**config.mk**
```make
export PLATFORM = sky130hd
export DESIGN_NAME = ser_adder
export DESIGN_NICKNAME = d
export VERILOG_FILES = /design/src/rtl/ser_adder.sv
export SDC_FILE = /design/constraint.sdc
export NUM_CORES = 1
export LEC_CHECK = 0
export BUFFER_PORTS_ARGS = -buffer_cell sky130_fd_sc_hd__clkbuf_2
export CAP_MARGIN = 10
export CORE_AREA = 2 2 39 41
export DETAILED_ROUTE_END_ITERATION = 8
export DIE_AREA = 0 0 41 43
export GPL_ROUTABILITY_DRIVEN = 0
export PLACE_DENSITY = 0.44
export SLEW_MARGIN = 0
export SYNTH_ARGS = -nofsm -noshare
export SYNTH_HDL_FRONTEND = slang
export SYNTH_SLANG_ARGS = --single-unit
```
**constraint.sdc**
```tcl
create_clock -name clk -period 1.46 [get_ports clk]
set_input_delay 0.219 -clock clk [delete_from_list [all_inputs] [get_ports clk]]
set_output_delay 0.219 -clock clk [all_outputs]
set_load 0.01 [all_outputs]
```
**src/rtl/ser_adder.sv**
```systemverilog
// Bit-serial LSB-first adder with a WIDTH-bit result shift register and serial unload.
// Optional macro SERADD_PASSTHRU_EN: in add mode S shows the current combinational sum bit.
module ser_adder #(
    parameter int WIDTH = 4
) (
    input  logic             clk,
    input  logic             rst,
    input  logic             load,
    input  logic             A,
    input  logic             B,
    output logic             S,
    output logic             cout,
    output logic [WIDTH-1:0] sum_par,
    output logic             done
);

    localparam int CW = (WIDTH > 2) ? $clog2(WIDTH) : 1;
    localparam logic [CW-1:0] LAST = CW'(WIDTH - 1);

    logic             c;
    logic [WIDTH-1:0] r;
    logic [CW-1:0]    cnt;
    logic             sum_bit;
    logic             carry_next;
    logic             last_bit;

    assign sum_bit    = A ^ B ^ c;
    assign carry_next = (A & B) | (A & c) | (B & c);
    assign last_bit   = (cnt == LAST);

    // Unload (or a mid-word load) discards any partial carry/count but keeps r.
    always_ff @(posedge clk or posedge rst) begin
        if (rst) begin
            c    <= 1'b0;
            r    <= '0;
            cnt  <= '0;
            cout <= 1'b0;
            done <= 1'b0;
        end else if (load) begin
            r    <= {1'b0, r[WIDTH-1:1]};
            c    <= 1'b0;
            cnt  <= '0;
            done <= 1'b0;
        end else begin
            r <= {sum_bit, r[WIDTH-1:1]};
            if (last_bit) begin
                cnt  <= '0;
                cout <= carry_next;
                c    <= 1'b0;
                done <= 1'b1;
            end else begin
                cnt  <= cnt + CW'(1);
                c    <= carry_next;
                done <= 1'b0;
            end
        end
    end

    assign sum_par = r;

`ifdef SERADD_PASSTHRU_EN
    assign S = load ? r[0] : sum_bit;
`else
    assign S = r[0];
`endif

endmodule

```
After elaboration in Yosys (flattened, before gate mapping). Cells that the tools add are included.

Bits in registers: 9. Bits of input ports: 5. Logic and storage cells: 23.

$add $sub $neg: 1. Eq/ne operators: 1. Muxes and demuxes: 7. Bitwise gates (word level): 8. Reductions and logical operators: 1.

Operator list (count): 2-to-1 mux 1 bit (4); 2-to-1 mux 2 bit (2); 2-to-1 mux 4 bit (1); AND 1 bit (3); adder 2 x 1 -> 2 bit, second input constant (1); equality test 2 bit, second input constant (1); OR 1 bit (2); AND reduction 2 bit (1); bitwise XOR 1 bit (2); inverter 1 bit (1).

Longest topological paths before layout.
Word-level depth: 5. Depth in mapped cells: 3. Depth with buffers taken out: 3.

Worst setup path after synthesis. Ideal clock, no wire load.

Kind: reg-to-reg. Start: reg c. End: reg c. Setup time: 86 ps. Data arrival time: 870 ps. Slack: 504 ps. Cell stages (with the launch flop): 4. Cell sequence: dfrtp_1 inv_1 fa_1 nor3_1.

Word-level cells in the longest chain between the ends: 5. Elaborated cells between the ends (all ways): 6.

RTL lines: start: declaration (line 20) `logic c;`; start signal: assignment (line 53) `c <= carry_next;`; AND 1 bit (line 28) `assign carry_next = (A & B) | (A & c) | (B & c);`; OR 1 bit (line 28); OR 1 bit (*) (line 28); 2-to-1 mux 1 bit (*) (line 46) `if (last_bit) begin`; 2-to-1 mux 1 bit (*) (line 39) `end else if (load) begin`.

Every way passes the cells marked *; elsewhere a longest branch is shown, timed or not. A chain may end at the register's enable or synchronous reset.

Worst setup path in the final report. Same ends and word-level chain as after synthesis.

==> results.md <==
- DP Area: 398 sq um
- Crit Path Max Fanout: 2
- Input/output buffers: 11
- Top cell type's share of synthesized area: 68.2%
- Final instance area: roughly 430 sq um
- Post-Route WL: 526 um
- Final count of pins violating max slew: 0
- FF+latch area: 225 sq um
- Post-synthesis simple-gate area fraction: about 11%
- CTS Sinks: 9
- Number of iterations in the first detailed-routing pass: 2
- Area of the multi-input gates: about 80 sq um
- Final Net Count: 46
- Final ANT Viol Nets: 0
- Remaining global-route overflow: 0
- Seq/Total Area, Yosys: a little under 70%
- Clock buffer depth: 2
- Vias in the first global route: around 220
- Routed len/inst: 9.74 um
- YS warnings: 0
- Fill cells: 147
- Max-cap violations: 0
- CP arrival: 1.20 ns
- Layout Skew: approximately 0.0027 ns
- Post-CTS Setup Inserts: 0
- DP HPWL: about 420 um
- Total power: approximately 0.58 mW
- Via count: about 200
- Post-Synthesis Cells: 23
- Setup TNS Final: 0 ns
- Hold Worst Slack: 0.212 ns
- Distinct cells, synth: 10
- Largest net degree at the start of global routing: 10
- Crit path cell chain: inv_1, fa_1, nor3_1
- Layout area overhead: 31.4%
- GRT Resource Usage Total: under 10%
- Adder-Cell Fraction of Synth Area: approximately a tenth
- Full die area: roughly 1800 sq um
- Startpoint Class: register
- DIE WIDTH: 41 um
- Fmax: roughly 0.97 GHz
- Post-Place Cells: just under 50
- Core Box Area: roughly 1400 sq um
- Peak VDD IR: between 0.0003 and 0.0004 V
- Initial antenna violation count: 0
- Routed vias/inst: ~3.6
- Final period util: a little over two thirds
- Flops & latches, synth: 9
- TritonCTS clock tree: built
- Worst skew pair latency: around 0.25 ns
- Most frequent cells in the layout: 11 x clkbuf_2, 9 x dfrtp_1, 5 x inv_1
- Final period demand of the worst path: a little over 1 ns
- Fin. Hold Viols: 0
- # H-tree levels: 1
- Setup Viol. Count Final: 0
- RSZ-0062 raised after global routing: no
- Setup crit end kind: register
- Largest stage delay on the critical path: 0.38 ns
- Worst slew pin tran: 0.321 ns
- Layout cell share with drive strength beyond 1: between 40 and 50%
- # DRC: 0
- Syn Nets: 30
- Critical path required time: around 1.6 ns
- CTS buffer count: 3
- Cell taking the most area after synthesis: dfrtp_1
- Leakage: 0.236 nW
- Status: completed
- Synthesized area: ~330 sq um
- Synth Area in Compound Gates: 0%
- Dominant cells by area after synthesis: dfrtp_1 68%, fa_1 6.1%, inv_1 5.7%
- First-pass GRT wire length: 834 um
- Top Ports: 12
- ANT cells: 0
- Die Y: between 40 and 50 um
- Hold Path Class: input port to register
- Largest family of logic cells by synthesized area: simple AND/OR/NAND/NOR gates
- Max_slew headroom: between 70 and 80%
- Row cnt: 14
- Post-synthesis mux area share: between 3 and 4%
- Reg clk slew, reported paths: around 0.060 ns
- Critical path class: register to register
- Initial DRC Count: 2
- CTS resizes: 0
- CTS root buf: clkbuf_4
- XOR/XNOR Fraction of Synth Area: 0%
- Slowest library cell on the worst path: fa_1
- Power Density: approximately 1300 nW/um^2
- Most common cell after layout, fill and taps aside: clkbuf_2
- Initial Utilization: between 20% and 30%
- Non-filler cells, final: 54
- Mapped Avg Cell Area: approximately 14 sq um
## path summary, 6_finish.rpt
check | end | slack (ns) | start | cells after the start
worst max-delay path | c$_DFF_PP0_ | 0.43 | c$_DFF_PP0_ | 3
worst min-delay path | done$_DFF_PP0_ | 0.21 | load | 2
worst max register to register | c$_DFF_PP0_ | 0.43 | c$_DFF_PP0_ | 3
worst min register to register | sum_par[2]$_DFF_PP0_ | 0.37 | sum_par[3]$_DFF_PP0_ | 0
max in group asynchronous | sum_par[3]$_DFF_PP0_ | 0.78 | rst | 3
min in group asynchronous | cnt[1]$_DFF_PP0_ | 0.44 | rst | 3
## critical path, delay by kind of cell (launching register included)
| family | cells | cell delay [ns] |
|---|---|---|
| buffers and inverters | 1 | 0.04 |
| AND/OR/NAND/NOR | 1 | 0.20 |
| adder cells (fa/ha/maj) | 1 | 0.38 |
| flip-flops | 1 | 0.32 |
## cell families (layout without fill, tap and decap cells)
family	after synthesis	count (layout)
buffers and inverters	6	21
adders and majority gates	2	2
muxes	1	1
DFF	9	9
and+or+nand+nor	5	5
## stage by stage
stage	setup slack, ns	utilization (%)
2_1_floorplan	0.504	-
3_3_place_gp	0.421	28.8
6_report	0.426	31.4
3_5_place_dp	0.369	28.8
4_1_cts	0.403	31.4
5_1_grt	0.334	31.4
## layer usage
layer	routed length (um)	up-vias	track usage, %
met2	273	6	10.0
met5	0	-	0
met4	0	0	10.0
li1	-	98	-
met1	212	93	7.80
met3	40	0	6.28
## where the power goes
part           internal, mW  total (mW)  switching (mW)
logic                0.0446      0.0989          0.0544
registers             0.285       0.301          0.0162
clock network         0.105       0.185          0.0803
total                 0.434       0.585           0.151
## registers in the layout, summed over array words and instances, names as in the netlist
| name | count |
|---|---|
| c | 1 |
| cnt | 2 |
| cout | 1 |
| done | 1 |
| sum_par | 4 |
## cells in the mapped netlist
cell type	number
nor3_1	2
mux2i_1	1
and2b_2	1
dfrtp_1	9
fa_1	1
nor2_1	1
buf_4	1
inv_1	5
ha_1	1
nor2b_4	1
## final cells by class
cell class / count / share of cell area [%]
sequential: 9 / 51.9
multi-input combinational: 8 / 18.2
timing repair buffer: 12 / 15.0
clock buffer: 4 / 6.05
tap: 16 / 4.61
inverter: 5 / 4.32
## what timing repair did
action                                  CTS  global route
hold endpoints to repair                  9             0
endpoints found under the setup margin    0             0
hold buffers                              1             0
Note: power is estimated with default switching activity, not from simulation.
